`config.mk`:
```
export PLATFORM = sky130hd
export DESIGN_NAME = exec_stage_mc
export DESIGN_NICKNAME = d
export VERILOG_FILES = /design/src/rtl/exec_pkg.sv /design/src/rtl/exec_div_iter.sv /design/src/rtl/exec_stage_mc.sv
export SDC_FILE = /design/constraint.sdc
export NUM_CORES = 2
export LEC_CHECK = 0
export BUFFER_PORTS_ARGS = -buffer_cell sky130_fd_sc_hd__buf_2
export CORE_UTILIZATION = 30
export CTS_BUF_LIST = sky130_fd_sc_hd__clkbuf_8
export DETAILED_ROUTE_END_ITERATION = 10
export GPL_TIMING_DRIVEN = 0
export PLACE_DENSITY = 0.51
export SETUP_SLACK_MARGIN = 0.05
export SLEW_MARGIN = 5
export SYNTH_ARGS = -nofsm -noshare
export SYNTH_HDL_FRONTEND = slang
export SYNTH_SLANG_ARGS = --single-unit
```
`constraint.sdc`:
```
create_clock -name clk -period 4.9 [get_ports clk]
set_clock_uncertainty 0.05 [all_clocks]
set_input_delay 0.245 -clock clk [delete_from_list [all_inputs] [get_ports clk]]
set_output_delay 0.245 -clock clk [all_outputs]
set_load 0.1 [all_outputs]
```
`src/rtl/exec_pkg.sv`:
```
// Shared definitions for the EX stage: ALU opcode encodings, the divider
// FSM state encoding and a small opcode helper.
package exec_pkg;

  localparam logic [3:0] ALU_ADD  = 4'd0;
  localparam logic [3:0] ALU_SUB  = 4'd1;
  localparam logic [3:0] ALU_SLTU = 4'd2;
  localparam logic [3:0] ALU_MUL  = 4'd3;
  localparam logic [3:0] ALU_DIVU = 4'd4;
  localparam logic [3:0] ALU_AND  = 4'd5;
  localparam logic [3:0] ALU_OR   = 4'd6;
  localparam logic [3:0] ALU_XOR  = 4'd7;
  localparam logic [3:0] ALU_NOR  = 4'd8;
  localparam logic [3:0] ALU_SLL  = 4'd9;
  localparam logic [3:0] ALU_SRL  = 4'd10;
  localparam logic [3:0] ALU_SRA  = 4'd11;

  typedef enum logic [1:0] {
    ST_IDLE = 2'd0,
    ST_DIV  = 2'd1,
    ST_DONE = 2'd2
  } state_e;

  function automatic logic is_div_op(input logic [3:0] op);
    return op == ALU_DIVU;
  endfunction

endpackage

```
`src/rtl/exec_div_iter.sv`:
```
// Iterative unsigned restoring divider, one quotient bit per cycle.
// Ports:
//   clk, rst      clock, asynchronous active-high reset
//   start         load a/b (first step is taken on the load edge)
//   abort         drop the current division immediately
//   a, b          dividend, divisor
//   busy          a division is in progress or its result is pending
//   done          quotient is final this cycle (one-cycle pulse)
//   quotient      result; all-ones when b was zero
//   div0          the last started division had b == 0
module exec_div_iter #(
  parameter int XLEN = 32
) (
  input  logic            clk,
  input  logic            rst,
  input  logic            start,
  input  logic            abort,
  input  logic [XLEN-1:0] a,
  input  logic [XLEN-1:0] b,
  output logic            busy,
  output logic            done,
  output logic [XLEN-1:0] quotient,
  output logic            div0
);

  localparam int CW = $clog2(XLEN);

  logic            busy_q, busy_d;
  logic [CW-1:0]   cnt_q, cnt_d;
  logic [XLEN-1:0] rem_q, rem_d;
  logic [XLEN-1:0] quo_q, quo_d;
  logic [XLEN-1:0] dvs_q, dvs_d;
  logic            div0_q, div0_d;

  // One restoring step: shift the next dividend bit (MSB of quo) into the
  // partial remainder and subtract the divisor if it fits. The remainder is
  // always below the divisor, so XLEN+1 bits are enough and the top bit of
  // the difference is the borrow.
  function automatic logic [2*XLEN-1:0] restore_step(input logic [XLEN-1:0] rem,
                                                     input logic [XLEN-1:0] quo,
                                                     input logic [XLEN-1:0] dvs);
    logic [XLEN:0] sh;
    logic [XLEN:0] diff;
    sh   = {rem, quo[XLEN-1]};
    diff = sh - {1'b0, dvs};
    if (!diff[XLEN]) return {diff[XLEN-1:0], quo[XLEN-2:0], 1'b1};
    else             return {sh[XLEN-1:0], quo[XLEN-2:0], 1'b0};
  endfunction

  always_comb begin
    busy_d = busy_q;
    cnt_d  = cnt_q;
    rem_d  = rem_q;
    quo_d  = quo_q;
    dvs_d  = dvs_q;
    div0_d = div0_q;
    if (abort) begin
      busy_d = 1'b0;
      cnt_d  = '0;
    end else if (start) begin
      busy_d = 1'b1;
      dvs_d  = b;
      if (b == '0) begin
        // Divide by zero: no iterations, result is ready next cycle.
        div0_d = 1'b1;
        quo_d  = '1;
        rem_d  = '0;
        cnt_d  = '0;
      end else begin
        div0_d         = 1'b0;
        {rem_d, quo_d} = restore_step('0, a, b);
        cnt_d          = CW'(XLEN - 1);
      end
    end else if (busy_q) begin
      if (cnt_q == '0) begin
        busy_d = 1'b0;
      end else begin
        {rem_d, quo_d} = restore_step(rem_q, quo_q, dvs_q);
        cnt_d          = cnt_q - 1'b1;
      end
    end
  end

  always_ff @(posedge clk or posedge rst) begin
    if (rst) begin
      busy_q <= 1'b0;
      cnt_q  <= '0;
      rem_q  <= '0;
      quo_q  <= '0;
      dvs_q  <= '0;
      div0_q <= 1'b0;
    end else begin
      busy_q <= busy_d;
      cnt_q  <= cnt_d;
      rem_q  <= rem_d;
      quo_q  <= quo_d;
      dvs_q  <= dvs_d;
      div0_q <= div0_d;
    end
  end

  assign busy     = busy_q;
  assign done     = busy_q && (cnt_q == '0);
  assign quotient = quo_q;
  assign div0     = div0_q;

endmodule

```
`src/rtl/exec_stage_mc.sv`:
```
// EX pipeline stage: computes the ALU result and registers the EX/MEM fields.
// Single-cycle ops complete on the next edge; DIVU optionally uses an
// iterative divider and stalls upstream through in_ready.
// Build option: EXEC_HW_DIV_EN
//   defined   - iterative divider + IDLE/DIV/DONE FSM
//   undefined - DIVU is single-cycle with alu_out=0, div0=1, in_ready tied 1
// Ports:
//   clk, rst                 clock, asynchronous active-high reset
//   in_valid / in_ready      ID/EX handshake
//   flush                    kill in-flight or incoming instruction
//   alu_op, op_a, op_b, shamt  operation and operands (shifts act on op_b)
//   rd, rt_data, mem_to_reg, mem_write, no_wb, pc, offset, br  pass-through
//   out_valid, alu_out, zero, sign, div0, xm_*   EX/MEM register outputs
module exec_stage_mc
  import exec_pkg::*;
#(
  parameter int XLEN = 32,
  parameter int SHW  = $clog2(XLEN),
  parameter int RW   = 5
) (
  input  logic            clk,
  input  logic            rst,
  input  logic            in_valid,
  output logic            in_ready,
  input  logic            flush,
  input  logic [3:0]      alu_op,
  input  logic [XLEN-1:0] op_a,
  input  logic [XLEN-1:0] op_b,
  input  logic [SHW-1:0]  shamt,
  input  logic [RW-1:0]   rd,
  input  logic [XLEN-1:0] rt_data,
  input  logic            mem_to_reg,
  input  logic            mem_write,
  input  logic            no_wb,
  input  logic [XLEN-1:0] pc,
  input  logic [XLEN-1:0] offset,
  input  logic [2:0]      br,
  output logic            out_valid,
  output logic [XLEN-1:0] alu_out,
  output logic            zero,
  output logic            sign,
  output logic            div0,
  output logic [RW-1:0]   xm_rd,
  output logic [XLEN-1:0] xm_rt,
  output logic            xm_mem_to_reg,
  output logic            xm_mem_write,
  output logic [XLEN-1:0] xm_pc,
  output logic [XLEN-1:0] xm_offset,
  output logic [2:0]      xm_br
);

  logic            accept, is_div, load_single;
  logic [RW-1:0]   rd_eff;
  logic [XLEN-1:0] alu_res;

  logic            out_valid_q, out_valid_d;
  logic [XLEN-1:0] alu_out_q, alu_out_d;
  logic            zero_q, zero_d, sign_q, sign_d, div0_q, div0_d;
  logic [RW-1:0]   xm_rd_q, xm_rd_d;
  logic [XLEN-1:0] xm_rt_q, xm_rt_d;
  logic            xm_mem_to_reg_q, xm_mem_to_reg_d;
  logic            xm_mem_write_q, xm_mem_write_d;
  logic [XLEN-1:0] xm_pc_q, xm_pc_d, xm_offset_q, xm_offset_d;
  logic [2:0]      xm_br_q, xm_br_d;

  // Logarithmic shifter: stage k shifts by 2^k when shamt[k] is set.
  function automatic logic [XLEN-1:0] log_shift(input logic [XLEN-1:0] v,
                                                input logic [SHW-1:0]  sh,
                                                input logic            right,
                                                input logic            arith);
    logic [XLEN-1:0] r;
    r = v;
    for (int k = 0; k < SHW; k++) begin
      if (sh[k]) begin
        if (!right)     r = r << (1 << k);
        else if (arith) r = $signed(r) >>> (1 << k);
        else            r = r >> (1 << k);
      end
    end
    return r;
  endfunction

  assign is_div = is_div_op(alu_op);
  assign accept = in_valid & in_ready & ~flush;
  assign rd_eff = no_wb ? '0 : rd;

  always_comb begin
    alu_res = '0;
    case (alu_op)
      ALU_ADD:  alu_res = op_a + op_b;
      ALU_SUB:  alu_res = op_a - op_b;
      ALU_SLTU: alu_res = {{(XLEN-1){1'b0}}, (op_a < op_b)};
      ALU_MUL:  alu_res = op_a * op_b;
      ALU_AND:  alu_res = op_a & op_b;
      ALU_OR:   alu_res = op_a | op_b;
      ALU_XOR:  alu_res = op_a ^ op_b;
      ALU_NOR:  alu_res = ~(op_a | op_b);
      ALU_SLL:  alu_res = log_shift(op_b, shamt, 1'b0, 1'b0);
      ALU_SRL:  alu_res = log_shift(op_b, shamt, 1'b1, 1'b0);
      ALU_SRA:  alu_res = log_shift(op_b, shamt, 1'b1, 1'b1);
      default:  alu_res = '0;
    endcase
  end

`ifdef EXEC_HW_DIV_EN
  state_e          state_q, state_d;
  logic            div_start, div_abort, div_busy, div_done, div_div0;
  logic            div_result_valid;
  logic [XLEN-1:0] div_quo;

  // Pass-through fields of the DIV instruction, held until its result retires.
  logic [RW-1:0]   hold_rd_q, hold_rd_d;
  logic [XLEN-1:0] hold_rt_q, hold_rt_d, hold_pc_q, hold_pc_d, hold_off_q, hold_off_d;
  logic            hold_mtr_q, hold_mtr_d, hold_mw_q, hold_mw_d;
  logic [2:0]      hold_br_q, hold_br_d;

  exec_div_iter #(.XLEN(XLEN)) u_div (
    .clk      (clk),
    .rst      (rst),
    .start    (div_start),
    .abort    (div_abort),
    .a        (op_a),
    .b        (op_b),
    .busy     (div_busy),
    .done     (div_done),
    .quotient (div_quo),
    .div0     (div_div0)
  );

  always_ff @(posedge clk or posedge rst) begin
    if (rst) state_q <= ST_IDLE;
    else     state_q <= state_d;
  end

  // DONE behaves like IDLE for new work: the quotient is already registered.
  always_comb begin
    state_d = state_q;
    case (state_q)
      ST_DIV: begin
        if (flush)          state_d = ST_IDLE;
        else if (div_done)  state_d = ST_DONE;
        else if (!div_busy) state_d = ST_IDLE;
      end
      default: state_d = div_start ? ST_DIV : ST_IDLE;
    endcase
  end

  // div_start is built from in_valid directly rather than accept so it does
  // not loop back through in_ready.
  always_comb begin
    in_ready  = 1'b1;
    div_start = 1'b0;
    div_abort = 1'b0;
    case (state_q)
      ST_DIV: begin
        in_ready  = 1'b0;
        div_abort = flush;
      end
      default: div_start = in_valid & ~flush & is_div;
    endcase
  end

  assign load_single      = accept & ~is_div;
  assign div_result_valid = (state_q == ST_DIV) & div_done & ~flush;

  always_comb begin
    hold_rd_d  = hold_rd_q;
    hold_rt_d  = hold_rt_q;
    hold_mtr_d = hold_mtr_q;
    hold_mw_d  = hold_mw_q;
    hold_pc_d  = hold_pc_q;
    hold_off_d = hold_off_q;
    hold_br_d  = hold_br_q;
    if (div_start) begin
      hold_rd_d  = rd_eff;
      hold_rt_d  = rt_data;
      hold_mtr_d = mem_to_reg;
      hold_mw_d  = mem_write;
      hold_pc_d  = pc;
      hold_off_d = offset;
      hold_br_d  = br;
    end
  end

  always_ff @(posedge clk or posedge rst) begin
    if (rst) begin
      hold_rd_q  <= '0;
      hold_rt_q  <= '0;
      hold_mtr_q <= 1'b0;
      hold_mw_q  <= 1'b0;
      hold_pc_q  <= '0;
      hold_off_q <= '0;
      hold_br_q  <= '0;
    end else begin
      hold_rd_q  <= hold_rd_d;
      hold_rt_q  <= hold_rt_d;
      hold_mtr_q <= hold_mtr_d;
      hold_mw_q  <= hold_mw_d;
      hold_pc_q  <= hold_pc_d;
      hold_off_q <= hold_off_d;
      hold_br_q  <= hold_br_d;
    end
  end
`else
  assign in_ready    = 1'b1;
  assign load_single = accept;
`endif

  // Bubbles clear the control fields that could cause side effects downstream;
  // data fields and flags simply hold.
  always_comb begin
    out_valid_d     = 1'b0;
    xm_rd_d         = '0;
    xm_mem_write_d  = 1'b0;
    xm_br_d         = '0;
    alu_out_d       = alu_out_q;
    zero_d          = zero_q;
    sign_d          = sign_q;
    div0_d          = div0_q;
    xm_rt_d         = xm_rt_q;
    xm_mem_to_reg_d = xm_mem_to_reg_q;
    xm_pc_d         = xm_pc_q;
    xm_offset_d     = xm_offset_q;
    if (load_single) begin
      out_valid_d     = 1'b1;
      alu_out_d       = alu_res;
      xm_rd_d         = rd_eff;
      xm_rt_d         = rt_data;
      xm_mem_to_reg_d = mem_to_reg;
      xm_mem_write_d  = mem_write;
      xm_pc_d         = pc;
      xm_offset_d     = offset;
      xm_br_d         = br;
      if (alu_op == ALU_SUB) begin
        zero_d = (op_a == op_b);
        sign_d = (op_a > op_b);
      end
`ifndef EXEC_HW_DIV_EN
      if (is_div) div0_d = 1'b1;
`endif
    end
`ifdef EXEC_HW_DIV_EN
    if (div_result_valid) begin
      out_valid_d     = 1'b1;
      alu_out_d       = div_quo;
      div0_d          = div_div0;
      xm_rd_d         = hold_rd_q;
      xm_rt_d         = hold_rt_q;
      xm_mem_to_reg_d = hold_mtr_q;
      xm_mem_write_d  = hold_mw_q;
      xm_pc_d         = hold_pc_q;
      xm_offset_d     = hold_off_q;
      xm_br_d         = hold_br_q;
    end
`endif
  end

  always_ff @(posedge clk or posedge rst) begin
    if (rst) begin
      out_valid_q     <= 1'b0;
      alu_out_q       <= '0;
      zero_q          <= 1'b0;
      sign_q          <= 1'b0;
      div0_q          <= 1'b0;
      xm_rd_q         <= '0;
      xm_rt_q         <= '0;
      xm_mem_to_reg_q <= 1'b0;
      xm_mem_write_q  <= 1'b0;
      xm_pc_q         <= '0;
      xm_offset_q     <= '0;
      xm_br_q         <= '0;
    end else begin
      out_valid_q     <= out_valid_d;
      alu_out_q       <= alu_out_d;
      zero_q          <= zero_d;
      sign_q          <= sign_d;
      div0_q          <= div0_d;
      xm_rd_q         <= xm_rd_d;
      xm_rt_q         <= xm_rt_d;
      xm_mem_to_reg_q <= xm_mem_to_reg_d;
      xm_mem_write_q  <= xm_mem_write_d;
      xm_pc_q         <= xm_pc_d;
      xm_offset_q     <= xm_offset_d;
      xm_br_q         <= xm_br_d;
    end
  end

  assign out_valid     = out_valid_q;
  assign alu_out       = alu_out_q;
  assign zero          = zero_q;
  assign sign          = sign_q;
  assign div0          = div0_q;
  assign xm_rd         = xm_rd_q;
  assign xm_rt         = xm_rt_q;
  assign xm_mem_to_reg = xm_mem_to_reg_q;
  assign xm_mem_write  = xm_mem_write_q;
  assign xm_pc         = xm_pc_q;
  assign xm_offset     = xm_offset_q;
  assign xm_br         = xm_br_q;

endmodule
```
=== Yosys cells after proc, flatten, opt, wreduce, memory -nomap -nowiden ===
Index checks and enable logic that the tools add are counted.

* $lt $le $gt $ge: 2
* Add/subtract/negate cells: 2
* Bitwise logic cells: 6
* Reduce and logical (&&, ||, !) cells: 3
* Muxes and demuxes: 21
* Multiply operators: 1
* Equality and inequality tests: 12

{| class="wikitable"
|+ Operator list
! kind !! count
|-
| $pmux 32 s11 || 1
|-
| $mux 32 || 10
|-
| $mux 31 || 5
|-
| $add 32x32->32 || 1
|-
| $and 32x32->32 || 1
|-
| $eq 32x32->1 || 1
|-
| $gt 32x32->1 || 1
|-
| $lt 32x32->1 || 1
|-
| $mul 32x32->32 || 1
|-
| $not 32->32 || 1
|-
| $or 32x32->32 || 1
|-
| $sub 32x32->32 || 1
|-
| $xor 32x32->32 || 1
|-
| $eq 4x3->1 const B || 4
|-
| $eq 4x4->1 const B || 4
|-
| $mux 5 || 2
|-
| $eq 4x2->1 const B || 2
|-
| $eq 4x1->1 const B || 1
|-
| $logic_not 4->1 || 1
|-
| $reduce_and 2->1 || 2
|-
| $mux 3 || 1
|-
| $mux 1 || 2
|-
| $and 1x1->1 || 1
|-
| $not 1->1 || 1
|}

* Bits of input ports: 184
* Logic and storage cells: 59
* Flip-flop bits (word level): 142
* Output and inout bits: 143

=== Longest topological paths before layout ===
* Word-level depth: 6
* Depth in mapped cells: 29
* Mapped depth without buffers: 26

=== Least setup slack after synthesis ===
No wires, ideal clock.

* Path kind: input port to flip-flop
* From: input op_b[2]
* To: register alu_out_q[29], in the netlist alu_out[29]
* Arrival: 6.878 ns
* Data required time: 4.768 ns
* Path slack: -2.111 ns
* Path buffers: 2
* Setup time: 0.082 ns
* Stages: 25
* Path through: clkbuf_1 -> inv_1 -> clkbuf_1 -> nor2_1 -> fa_1 -> inv_1 -> fa_1 -> fa_1 -> fa_1 -> inv_1 -> fa_1 -> inv_1 -> fa_1 -> inv_1 -> fa_1 -> fa_1 -> ha_1 -> nand3_1 -> nor4_1 -> o311ai_1 -> o21ai_1 -> a31oi_1 -> or3_1 -> a21o_1 -> a31oi_1

* Longest elaborated chain between the ends: 6
* Elaborated cells between the ends (all ways): 9
* Classes of those cells: 2 x add/sub; 1 x mul; 6 x mux

{| class="wikitable"
|+ RTL lines
! item !! line !! source
|-
| from (decl) || exec_stage_mc.sv:28 || <nowiki>input logic [XLEN-1:0] op_b,</nowiki>
|-
| branches (longest 5 deep; another with $mul 32x32->32) || n/a ||
|-
| $pmux 32 s11 * || exec_stage_mc.sv:89 || <nowiki>case (alu_op)</nowiki>
|-
| to (signal assigned) || exec_stage_mc.sv:274 || <nowiki>alu_out_q <= alu_out_d;</nowiki>
|-
| to (decl) || exec_stage_mc.sv:57 || <nowiki>logic [XLEN-1:0] alu_out_q, alu_out_d;</nowiki>
|}

Every way passes the cells marked *.
A chain may end at the register's enable or synchronous reset.

=== Worst setup path after layout ===
* From: input op_b[3]
* To: register alu_out_q[30], in the netlist alu_out[30]

The elaborated chain is that of the path after synthesis.

==> PnR_summary.wiki <==
{| class="wikitable"
! Metric !! Value
|-
| Drt total wl || ~160 mm
|-
| Area of the multi-input gates || approximately 25000 µm²
|-
| Cell Area, Synth || roughly 30000 µm²
|-
| Pin count of the biggest net entering global routing || just under 90
|-
| Setup TNS || -36.23 ns
|-
| Minimum setup slack after placement || -3.87 ns
|-
| Critical Path End Type || register
|-
| Initial core utilization || between 30% and 40%
|-
| Clock H-tree levels || 4
|-
| Worst R2R Path Depth || 4
|-
| Filler Cell Count || slightly below 10000
|-
| Warnings, synthesis || 0
|-
| Port Buffers || ~320
|-
| Final worst slack || -2.02 ns
|-
| Synthesized net count || approximately 4400
|-
| Setup CP Type || primary input to register
|-
| Overall fraction of global-route tracks in use || a little under a third
|-
| Height of the chip || about 310 µm
|-
| Number of core rows || about 110
|-
| Hpwl dp || 126 mm
|-
| EDFF count, synth || 0
|-
| Largest fanout on the critical path || 4
|-
| Number of synthesized register bits || 142
|-
| Remaining antenna violation count || 0
|-
| Average cell area after synthesis || ~8.2 µm²
|-
| Avg WL per Cell || ~29 µm
|-
| Final worst path period share || 141%
|-
| Critical path data required time || 5.15 ns
|-
| Horizontal die dimension || 314 µm
|-
| Largest incremental delay on the critical path || between 0.5 and 0.6 ns
|-
| Cell repeated most along the worst path || sky130_fd_sc_hd__fa_1
|-
| CTS Root Buffer Type || sky130_fd_sc_hd__clkbuf_8
|-
| Count of TritonRoute iterations in the first routing pass || 6
|-
| Final RePlAce weighted congestion || about 1.0
|-
| Clock transition time at the flip-flop clock pins of the worst setup and hold paths || about 0.08 ns
|-
| Worst slew margin relative to its limit || between 15 and 20%
|-
| Max-capacitance violation count || 0
|-
| Placeable core area || 96600 µm²
|-
| Most used cells in the layout excluding fill and tap cells || sky130_fd_sc_hd__nand2_1 (644), sky130_fd_sc_hd__inv_1 (426), sky130_fd_sc_hd__nor2_1 (399)
|-
| Syn Inst Count || between 3000 and 4000
|-
| Min-delay worst type || primary input to register
|-
| Num Clock Sinks || ~140
|-
| Min cycle time layout || about 7 ns
|-
| Initial antenna violation count || 9
|-
| Result of the run || complete, but fails checks
|-
| Setup-violating endpoint count in the final report || 26
|-
| GR Overflow Total || 0
|-
| Most common cell after layout, fill and taps aside || sky130_fd_sc_hd__nand2_1
|-
| Global-route wire length before repair || around 220 mm
|-
| Asr flop ratio synth || 100%
|-
| Number of instances on the worst hold path || 3
|-
| DRC errors left || 0
|-
| Primary FF master, synth || sky130_fd_sc_hd__dfrtp_1
|-
| Number of buffers inserted during clock tree synthesis || 17
|-
| Via/cell ratio || between 5 and 6
|-
| Count of boundary I/O pins || roughly 330
|-
| Via count of the routed design || roughly 30000
|-
| Slowest-stage cell, CP || sky130_fd_sc_hd__fa_2
|-
| DR iter-0 viols || 3025
|-
| RSZ-0062 raised after global routing || true
|-
| Violations in the final reports || negative setup slack
|-
| Area growth, synth to finish || 32.2%
|-
| Max Clock Freq || between 100 and 150 MHz
|-
| Net count reported at finish || between 4000 and 5000
|-
| Number of pins exceeding their max-slew limit in the final report || 0
|-
| Clock insertion delay at the later pin of the skew report || about 0.46 ns
|-
| Number of global-route vias before repair || about 30000
|-
| Arrival time at the worst endpoint || between 7 and 8 ns
|-
| Yosys cell types || 97
|-
| Hold Worst Slack || 0.0726 ns
|-
| Final Hold Viols || 0
|-
| Worst-Margin Slew || about 1.2 ns
|-
| Setup crit start kind || primary input
|-
| Share of the yosys chip area belonging to registers || between 10 and 15%
|-
| Deepest clock path buffer count || 2
|-
| Share of post-route cells with drive strength above 1 || between 20% and 30%
|-
| Clock tree from TritonCTS || yes
|-
| Area of the die || 98600 µm²
|-
| Sequential cell area in the final layout || 3550 µm²
|}
==> worst paths after layout <==
| path | startpoint | end | slack, ns |
|---|---|---|---|
| max | op_b[3] | alu_out[30]$_DFFE_PP0P_ | -2.02 |
| min | no_wb | xm_rd[1]$_DFF_PP0_ | 0.07 |
| max reg2reg | alu_out[27]$_DFFE_PP0P_ | alu_out[27]$_DFFE_PP0P_ | 2.98 |
| min reg2reg | xm_offset[26]$_DFFE_PP0P_ | xm_offset[26]$_DFFE_PP0P_ | 0.42 |
| max in group asynchronous | rst | xm_pc[3]$_DFFE_PP0P_ | 3.61 |
| min in group asynchronous | rst | xm_offset[16]$_DFFE_PP0P_ | 0.33 |
==> cells by family after synthesis <==
| kind of cell | count (synthesis) | synth area share, % |
|---|---|---|
| buffers and inverters | 723 | 9.88 |
| flip-flops | 142 | 12.2 |
| other | 1 | 0.0128 |
| AND/OR/NAND/NOR | 1289 | 18.1 |
| XOR/XNOR | 93 | 2.79 |
| multiplexers | 108 | 5.63 |
| AO/OA/AOI/OAI | 588 | 14.0 |
| adder cells (fa/ha/maj) | 629 | 37.5 |
==> layout make-up <==
cell class / count / area share [%]
Clock inverter: 13 / 0.298
Clock buffer: 19 / 0.677
Tap cell: 1276 / 4.13
Timing Repair Buffer: 583 / 11.0
Multi-Input combinational cell: 2708 / 63.4
Antenna cell: 3 / 0.0194
Buffer: 223 / 5.78
Inverter: 488 / 5.43
Sequential cell: 142 / 9.20
==> Yosys cell counts, types with 19 or more instances <==
master                      count  share of area (%)
sky130_fd_sc_hd__fa_1         410                 28
sky130_fd_sc_hd__nor2_1       450                5.8
sky130_fd_sc_hd__o21ai_0      101                1.7
sky130_fd_sc_hd__mux2i_1       50                1.7
sky130_fd_sc_hd__ha_1         219                9.4
sky130_fd_sc_hd__o31ai_1       20               0.51
sky130_fd_sc_hd__nand2_1      648                8.3
sky130_fd_sc_hd__buf_2         25               0.43
sky130_fd_sc_hd__o211ai_1      20               0.51
sky130_fd_sc_hd__nand3_1       23               0.39
sky130_fd_sc_hd__clkbuf_1     162                2.1
sky130_fd_sc_hd__xor2_1        20               0.60
sky130_fd_sc_hd__mux4_2        41                3.2
sky130_fd_sc_hd__o2111ai_1     19               0.57
sky130_fd_sc_hd__dfrtp_1      142                 12
sky130_fd_sc_hd__a221oi_1      23               0.69
sky130_fd_sc_hd__a21oi_1      146                2.5
sky130_fd_sc_hd__buf_1         24               0.31
sky130_fd_sc_hd__xnor2_1       73                2.2
sky130_fd_sc_hd__a211oi_1      28               0.72
sky130_fd_sc_hd__inv_1        467                6.0
sky130_fd_sc_hd__nor3_1        47               0.81
sky130_fd_sc_hd__a31oi_1       25               0.54
sky130_fd_sc_hd__a21o_1        19               0.49
==> routing by layer <==
metal | up-vias | part of all wire, % | wire length [µm] | GRT usage, %
met2 | 1807 | 44 | 69600 | 49.1
li1 | 12800 | - | - | -
met1 | 15100 | 40 | 63900 | 41.8
met3 | 415 | 9.4 | 14900 | 5.73
met4 | 12 | 6.5 | 10300 | 17.2
met5 | - | 0.050 | 80 | 0
==> timing repair <==
item	4_1_cts	5_1_grt
gates resized for setup	434	167
pin swaps	121	120
endpoints found under the hold margin	160	0
hold buffers	107	0
setup buffers	126	29
gates cloned	1	0
endpoints found under the setup margin	27	27
==> worst max-delay path: cells and delay by family <==
family	cells	cell delay [ns]
and+or+nand+nor	4	0.43
adders and majority gates	9	4.38
buffers and inverters	10	0.90
muxes	1	0.35
AOI/OAI and AO/OA	5	0.84
==> metrics by stage <==
stage / util [%] / cells / instance area [µm²]
6_report: 40.0 / 5455 / 38600
5_1_grt: 40.0 / 5453 / 38600
4_1_cts: 39.1 / 5427 / 37800
3_5_place_dp: 34.3 / 5173 / 33200
3_3_place_gp: 34.3 / 5172 / 33100
2_1_floorplan: - / 3573 / 29900
Power is not shown: default switching activity piles up to over one toggle a cycle in this logic, so the estimate is an artifact.
